`src/rtl/if_stage_pc_ifid_if.sv`:
```
// rtl/if_stage_pc_ifid_if.sv - fetch-stage signal bundle between PC/IF-ID block and its surroundings
interface if_stage_pc_ifid_if;
  // next-PC mux chain, hazard unit and instruction memory towards the fetch stage
  logic [31:0] next_pc_in;
  logic        redirect;
  logic        pc_write;
  logic        ifid_write;
  logic [31:0] instr_in;

  // fetch stage towards instruction memory, first jump mux and decode
  logic [31:0] imem_addr;
  logic [31:0] pc_out;
  logic [31:0] pc_plus_4;
  logic [31:0] ifid_pc_plus_4;
  logic [31:0] ifid_instr;
  logic        ifid_valid;
  logic        misalign_err;
  logic [31:0] fetch_count;

  // surrounding pipeline logic
  modport master (
    output next_pc_in,
    output redirect,
    output pc_write,
    output ifid_write,
    output instr_in,
    input  imem_addr,
    input  pc_out,
    input  pc_plus_4,
    input  ifid_pc_plus_4,
    input  ifid_instr,
    input  ifid_valid,
    input  misalign_err,
    input  fetch_count
  );

  // the fetch stage itself
  modport slave (
    input  next_pc_in,
    input  redirect,
    input  pc_write,
    input  ifid_write,
    input  instr_in,
    output imem_addr,
    output pc_out,
    output pc_plus_4,
    output ifid_pc_plus_4,
    output ifid_instr,
    output ifid_valid,
    output misalign_err,
    output fetch_count
  );
endinterface

```
`src/rtl/if_stage_pc_ifid.sv`:
```
// rtl/if_stage_pc_ifid.sv - PC register, PC+4 adder and IF/ID pipeline register with flush bubble
module if_stage_pc_ifid #(
  parameter logic [31:0] RESET_PC  = 32'h0000_0000,
  parameter logic [31:0] NOP_INSTR = 32'h0000_0000
) (
  input  logic              Clk,
  input  logic              Reset,
  if_stage_pc_ifid_if.slave bus
);

  logic [31:0] pc_q;
  logic [31:0] pc_plus_4;
  logic [31:0] ifid_instr_q;
  logic [31:0] ifid_pc_plus_4_q;
  logic        ifid_valid_q;
  logic        misalign_q;
  logic [31:0] fetch_count_q;
  logic        capture;

  // Wraps modulo 2^32 so 0xFFFF_FFFC rolls over to zero.
  assign pc_plus_4 = pc_q + 32'd4;

  // A real instruction enters ID only when IF/ID loads and no redirect squashes it.
  assign capture = bus.ifid_write && !bus.redirect;

  // PC register: the low two bits of the target are dropped so fetch stays word aligned.
  always_ff @(posedge Clk) begin
    if (Reset) begin
      pc_q <= RESET_PC;
    end else if (bus.pc_write) begin
      pc_q <= {bus.next_pc_in[31:2], 2'b00};
    end
  end

  // Sticky flag recording that an unaligned target was accepted at least once.
  always_ff @(posedge Clk) begin
    if (Reset) begin
      misalign_q <= 1'b0;
    end else if (bus.pc_write && (bus.next_pc_in[1:0] != 2'b00)) begin
      misalign_q <= 1'b1;
    end
  end

  // IF/ID register: a stall holds everything, even across a redirect, since a
  // stalled ID will resolve the same branch again next cycle.
  always_ff @(posedge Clk) begin
    if (Reset) begin
      ifid_instr_q     <= NOP_INSTR;
      ifid_pc_plus_4_q <= 32'd0;
      ifid_valid_q     <= 1'b0;
    end else if (bus.ifid_write) begin
      if (bus.redirect) begin
        ifid_instr_q     <= NOP_INSTR;
        ifid_pc_plus_4_q <= 32'd0;
        ifid_valid_q     <= 1'b0;
      end else begin
        ifid_instr_q     <= bus.instr_in;
        ifid_pc_plus_4_q <= pc_plus_4;
        ifid_valid_q     <= 1'b1;
      end
    end
  end

  // Counts real instructions handed to decode; wraps silently.
  always_ff @(posedge Clk) begin
    if (Reset) begin
      fetch_count_q <= 32'd0;
    end else if (capture) begin
      fetch_count_q <= fetch_count_q + 32'd1;
    end
  end

  assign bus.imem_addr      = pc_q;
  assign bus.pc_out         = pc_q;
  assign bus.pc_plus_4      = pc_plus_4;
  assign bus.ifid_pc_plus_4 = ifid_pc_plus_4_q;
  assign bus.ifid_instr     = ifid_instr_q;
  assign bus.ifid_valid     = ifid_valid_q;
  assign bus.misalign_err   = misalign_q;
  assign bus.fetch_count    = fetch_count_q;

endmodule

```
`src/flat_wrapper.sv`:
```
// flat-port wrapper written by rule: the top's interface ports become plain ports
module if_stage_pc_ifid_flat 
#(
  parameter logic [31:0] RESET_PC  = 32'h0000_0000,
  parameter logic [31:0] NOP_INSTR = 32'h0000_0000
)
  (Clk, Reset, bus_next_pc_in, bus_redirect, bus_pc_write, bus_ifid_write, bus_instr_in, bus_imem_addr, bus_pc_out, bus_pc_plus_4, bus_ifid_pc_plus_4, bus_ifid_instr, bus_ifid_valid, bus_misalign_err, bus_fetch_count);
  if_stage_pc_ifid_if bus_i ();
  input  logic Clk;
  input  logic Reset;
  input wire logic [$bits(bus_i.next_pc_in)-1:0] bus_next_pc_in;
  input wire logic [$bits(bus_i.redirect)-1:0] bus_redirect;
  input wire logic [$bits(bus_i.pc_write)-1:0] bus_pc_write;
  input wire logic [$bits(bus_i.ifid_write)-1:0] bus_ifid_write;
  input wire logic [$bits(bus_i.instr_in)-1:0] bus_instr_in;
  output wire logic [$bits(bus_i.imem_addr)-1:0] bus_imem_addr;
  output wire logic [$bits(bus_i.pc_out)-1:0] bus_pc_out;
  output wire logic [$bits(bus_i.pc_plus_4)-1:0] bus_pc_plus_4;
  output wire logic [$bits(bus_i.ifid_pc_plus_4)-1:0] bus_ifid_pc_plus_4;
  output wire logic [$bits(bus_i.ifid_instr)-1:0] bus_ifid_instr;
  output wire logic [$bits(bus_i.ifid_valid)-1:0] bus_ifid_valid;
  output wire logic [$bits(bus_i.misalign_err)-1:0] bus_misalign_err;
  output wire logic [$bits(bus_i.fetch_count)-1:0] bus_fetch_count;
  assign bus_i.next_pc_in = bus_next_pc_in;
  assign bus_i.redirect = bus_redirect;
  assign bus_i.pc_write = bus_pc_write;
  assign bus_i.ifid_write = bus_ifid_write;
  assign bus_i.instr_in = bus_instr_in;
  assign bus_imem_addr = bus_i.imem_addr;
  assign bus_pc_out = bus_i.pc_out;
  assign bus_pc_plus_4 = bus_i.pc_plus_4;
  assign bus_ifid_pc_plus_4 = bus_i.ifid_pc_plus_4;
  assign bus_ifid_instr = bus_i.ifid_instr;
  assign bus_ifid_valid = bus_i.ifid_valid;
  assign bus_misalign_err = bus_i.misalign_err;
  assign bus_fetch_count = bus_i.fetch_count;
  if_stage_pc_ifid #(.RESET_PC(RESET_PC), .NOP_INSTR(NOP_INSTR)) u_core (.Clk(Clk), .Reset(Reset), .bus(bus_i));
endmodule
```
`config.mk`:
```
export PLATFORM = sky130hd
export DESIGN_NAME = if_stage_pc_ifid_flat
export DESIGN_NICKNAME = d
export VERILOG_FILES = /design/src/rtl/if_stage_pc_ifid_if.sv /design/src/rtl/if_stage_pc_ifid.sv /design/src/flat_wrapper.sv
export SDC_FILE = /design/constraint.sdc
export NUM_CORES = 1
export LEC_CHECK = 0
export CAP_MARGIN = 20
export CORE_ASPECT_RATIO = 0.8
export CORE_UTILIZATION = 40
export DETAILED_ROUTE_END_ITERATION = 8
export HOLD_SLACK_MARGIN = 0.05
export PLACE_DENSITY_LB_ADDON = 0.1
export SLEW_MARGIN = 30
export SYNTH_ARGS = -nofsm -noshare
export SYNTH_HDL_FRONTEND = slang
export SYNTH_SLANG_ARGS = --single-unit
```
`constraint.sdc`:
```
create_clock -name Clk -period 3.3 [get_ports Clk]
set_clock_uncertainty 0.05 [all_clocks]
set_input_delay 0.495 -clock Clk [delete_from_list [all_inputs] [get_ports Clk]]
set_output_delay 0.495 -clock Clk [all_outputs]
set_load 0.03 [all_outputs]
```
* Yosys cells after proc, flatten, opt, wreduce, memory -nomap -nowiden
Index checks and enable logic that the tools add are counted.
Storage, ports and cells: bits in registers 128, input bits 69, output and inout bits 194, logic and storage cells 15
Operators by class: $add $sub $neg 2, mux-type cells 3, reduce and logical (&&, ||, !) cells 4
Operators by type and width (count):
- $mux W32 | 2
- $add A32 B1 Y32 const B | 1
- $add A32 B3 Y32 const B | 1
- $logic_and A1 B1 Y1 | 2
- $reduce_bool A2 Y1 | 1
- $logic_not A1 Y1 | 1
- $mux W1 | 1

* Longest topological paths before layout
word-level depth 2, mapped depth 6, mapped depth without buffers 5

* Worst setup path after synthesis
OpenSTA, ideal clock, no wires.
path kind register to output, from register u_core.pc_q[2], in the netlist u_core.bus.imem_addr[2], to output bus_pc_plus_4[28], arrival time 2.594 ns, data required time 2.755 ns, path slack 0.161 ns, cell stages (with the launch flop) 7, path buffers 1, cells stage by stage dfxtp_1 -> ha_1 -> nand3_1 -> or4_1 -> buf_2 -> or3_1 -> xnor2_1
On the way: cells in the longest elaborated chain, start to end 1
RTL lines:
- start, declared | RTL line if_stage_pc_ifid.sv:11 | logic [31:0] pc_q;
- start signal, assigned | RTL line if_stage_pc_ifid.sv:31 | pc_q <= {bus.next_pc_in[31:2], 2'b00};
- $add A32 B3 Y32 | RTL line if_stage_pc_ifid.sv:21 | assign pc_plus_4 = pc_q + 32'd4;
- end, declared | RTL line flat_wrapper.sv:18 | output wire logic [$bits(bus_i.pc_plus_4)-1:0] bus_pc_plus_4;
Every way passes these cells.

* Worst setup path after layout
from register u_core.pc_q[3], in the netlist u_core.bus.imem_addr[3], to output bus_pc_plus_4[14]
The elaborated chain is that of the path after synthesis.

==> reports/qor.yml <==
outcome:
  status: "complete, but fails checks"
  violations: "DRC"
routing:
  routed_wl_um: 19000
  via_per_inst: 5.33
  routedWlPerCell_um: 17.0
  drc: 20
  final_antenna_net_count: 0
  vias: 5959
  drt-pass1-iter-count: 9
  drt_iter0_markers: 352
power:
  clockPowerShare_pct: 46.7
  p_sw_w: 0.00111
  vdd_drop_max_uv: 371
  p_int_w: 0.00318
  finalPower_w: 0.00429
  p_sw_share_pct: 25.8
  seqPwrFrac_pct: 38.1
  p_leak_nw: 3.39
  power_per_cell_area_mw_per_mm2: 472
  comb_power_share_pct: 15.2
finish:
  nFillCells: 1252
  multi_input_area_mm2: 0.00301
  final_cell_mix: "235 x clkdlybuf4s50_1, 124 x dfxtp_1, 92 x nor2_1, 66 x a21oi_1"
  layout.cells.non_filler: 1118
  num_antenna_cells: 0
  nets: 992
  final_common_cell: "clkdlybuf4s50_1"
  syn_to_final_growth_pct: 51.3
  layout-drive-gt1-share_pct: 8.89
  seq_area_mm2: 0.00252
placed_design:
  gp_congestion: 0.857
  placed_cells: 1086
  numPortBuffers: 254
  dpl_worst_slack_ps: 373
  dp_hpwl_um: 13700
timing:
  worst_slack_ps: 151
  worst_slew_pin_slew_ps: 906
  rsz0062_at_grt: "no"
  final-hold-violation-count: 0
  fmaxAchievable_mhz: 318
  slew_viol_final: 0
  fin_crit_sh_pct: 95.4
  fin_tns_setup_ps: 0
  hold_slack_ps: 394
  fin_crit_ps: 3150
  relSlewSlack_pct: 39.6
  setup-violations-final: 0
global_routing:
  overflow: 0
  track_usage_pct: 24.4
  grt_max_degree: 82
  first_global_vias: 5764
  antenna_found_initial: 0
  grt_first_pass_wirelength_um: 29900
synth:
  syn_inst: 709
  syn_avg_cell_area_um2: 8.48
  ys.flop_type: "dfxtp_1"
  ys_types: 50
  syn-cell-area_mm2: 0.00601
  synth_edf_count: 0
  synth-seq-cells: 126
  async_reset_ff_share_pct: 0
  synth-seq-area-share_pct: 42.0
  yosysWarnings: 0
worst_setup_path:
  critPathCaptureType: "output port"
  critPathLaunch: "u_core.bus.imem_addr[3]$_SDFFE_PP0P_"
  regToRegSetupSlack_ps: 820
  cp-start-kind: "register"
  path_max_fanout: 8
  path_class: "register to output port"
  r2r_start: "u_core.bus.fetch_count[0]$_SDFFE_PP0P_"
  critPathArrivalTime_ps: 2600
  crit_required_ps: 2750
floorplan:
  die_w_um: 139
  placementRows: 39
  die-area_mm2: 0.0155
  io_pins: 263
  core-area_mm2: 0.0145
  die_y_um: 112
  initial_core_util_pct: 41.5
clock_network:
  clock_path_buffers: 2
  clk_latency_ps: 410
  clockRootBuffer: "clkbuf_16"
  htreeDepth: 4
  path_clk_slew_ps: 60
  cts_hold_buf: 0
  cts_tree: "done"
  cts_buffers: 17
  clock-sinks: 126
job:
  maxCapViolCount: 0
min_path:
  hp-start: "u_core.bus.misalign_err$_SDFFE_PP0P_"
  hold_path_class: "register to register"
==> power by group through the flow <==
stage / combinational, W / sequential [W] / clock, W
after floorplan: 0.000299 / 0.00174 / 0
after global placement: 0.000648 / 0.00166 / 0
after global routing: 0.000685 / 0.00164 / 0.00211
after CTS: 0.000654 / 0.00163 / 0.00204
final: 0.000650 / 0.00164 / 0.00200
after detailed placement: 0.000652 / 0.00167 / 0
==> sequential cells by signal, indices dropped and copies added, names as in the netlist <==
signal                     flops
u_core.bus.fetch_count        32
u_core.bus.ifid_instr         32
u_core.bus.ifid_pc_plus_4     30
u_core.bus.ifid_valid          1
u_core.bus.imem_addr          30
u_core.bus.misalign_err        1
==> worst max-delay path: stages (launching register included) <==
cell and delay, ps:
dfxtp_1 420, ha_1 220, nand3_1 120, buf_4 200, nor4_1 290, xor2_1 240
clkdlybuf4s50_1 710
==> final timing paths <==
check,endpoint,cells after the start
setup / recovery,bus_pc_plus_4[14],6
setup reg to reg,u_core.bus.fetch_count[20]$_SDFFE_PP0P_,5
hold reg to reg,u_core.bus.misalign_err$_SDFFE_PP0P_,2
hold / removal,u_core.bus.misalign_err$_SDFFE_PP0P_,2
==> cells in the mapped netlist, drive strengths merged, types with 2 or more instances <==
master / n / area, µm²
nor4: 7 / 56.3
o21a: 4 / 30.0
xor2: 15 / 131
ha: 2 / 25.0
nand4: 13 / 96.3
nor3b: 2 / 15.0
inv: 13 / 48.8
o21ai: 12 / 60.1
nor2b: 36 / 225
a221o: 8 / 80.1
nand2b: 8 / 50.1
nand3: 28 / 140
clkbuf: 43 / 161
a32oi: 4 / 35.0
and2: 2 / 12.5
a22o: 5 / 43.8
o31ai: 14 / 105
a21oi: 66 / 330
or4b: 2 / 20.0
or2: 6 / 37.5
nor2: 92 / 345
nand2: 29 / 109
o211ai: 7 / 52.6
and4: 5 / 43.8
dfxtp: 126 / 2520
buf: 45 / 317
or3: 8 / 50.1
xnor2: 18 / 158
and3: 6 / 37.5
mux2i: 31 / 310
or4: 22 / 165
a31oi: 2 / 12.5
nor3: 15 / 75.1
nand3b: 2 / 15.0
==> metrics by stage <==
step / util [%] / cell area, µm²
after floorplan: - / 6040
after global placement: 58.3 / 8450
after global routing: 62.8 / 9100
final: 62.8 / 9100
after detailed placement: 58.3 / 8450
after CTS: 62.7 / 9080
==> cell type report <==
cell class              count  share of cell area [%]
multi-input cells         489                    33.1
inverters                  13                   0.536
clock buffers              23                    5.25
clock inverters             9                    1.73
flip-flops and latches    126                    27.8
well taps                 184                    2.53
repair buffers            274                    29.1
==> cell families (layout without fill, tap and decap cells) <==
group | count (synthesis) | in the layout | synth area share [%]
DFF | 126 | 126 | 42.0
AOI/OAI and AO/OA | 129 | 129 | 13.5
muxes | 31 | 31 | 5.16
adders and majority gates | 2 | 2 | 0.416
and+or+nand+nor | 286 | 286 | 25.3
xor gates and xnor gates | 33 | 33 | 4.81
other | 1 | 8 | 0.0624
buffers and inverters | 101 | 319 | 8.76
==> routing by layer <==
| layer | track usage [%] | up-vias | routed length (µm) |
|---|---|---|---|
| li1 | - | 2870 | - |
| met1 | 28.9 | 2808 | 8060 |
| met2 | 39.2 | 249 | 8710 |
| met3 | 9.42 | 32 | 1760 |
| met4 | 11.1 | 0 | 435 |
| met5 | 0 | - | 0 |
==> what timing repair did <==
action / in CTS / in global routing
endpoints found under the hold margin: 0 / 0
endpoints found under the setup margin: 1 / 3
buffers inserted: 0 / 0
gates resized for setup: 1 / 5
cloned: 0 / 0
No activity file was read; power rests on OpenSTA's default activity.
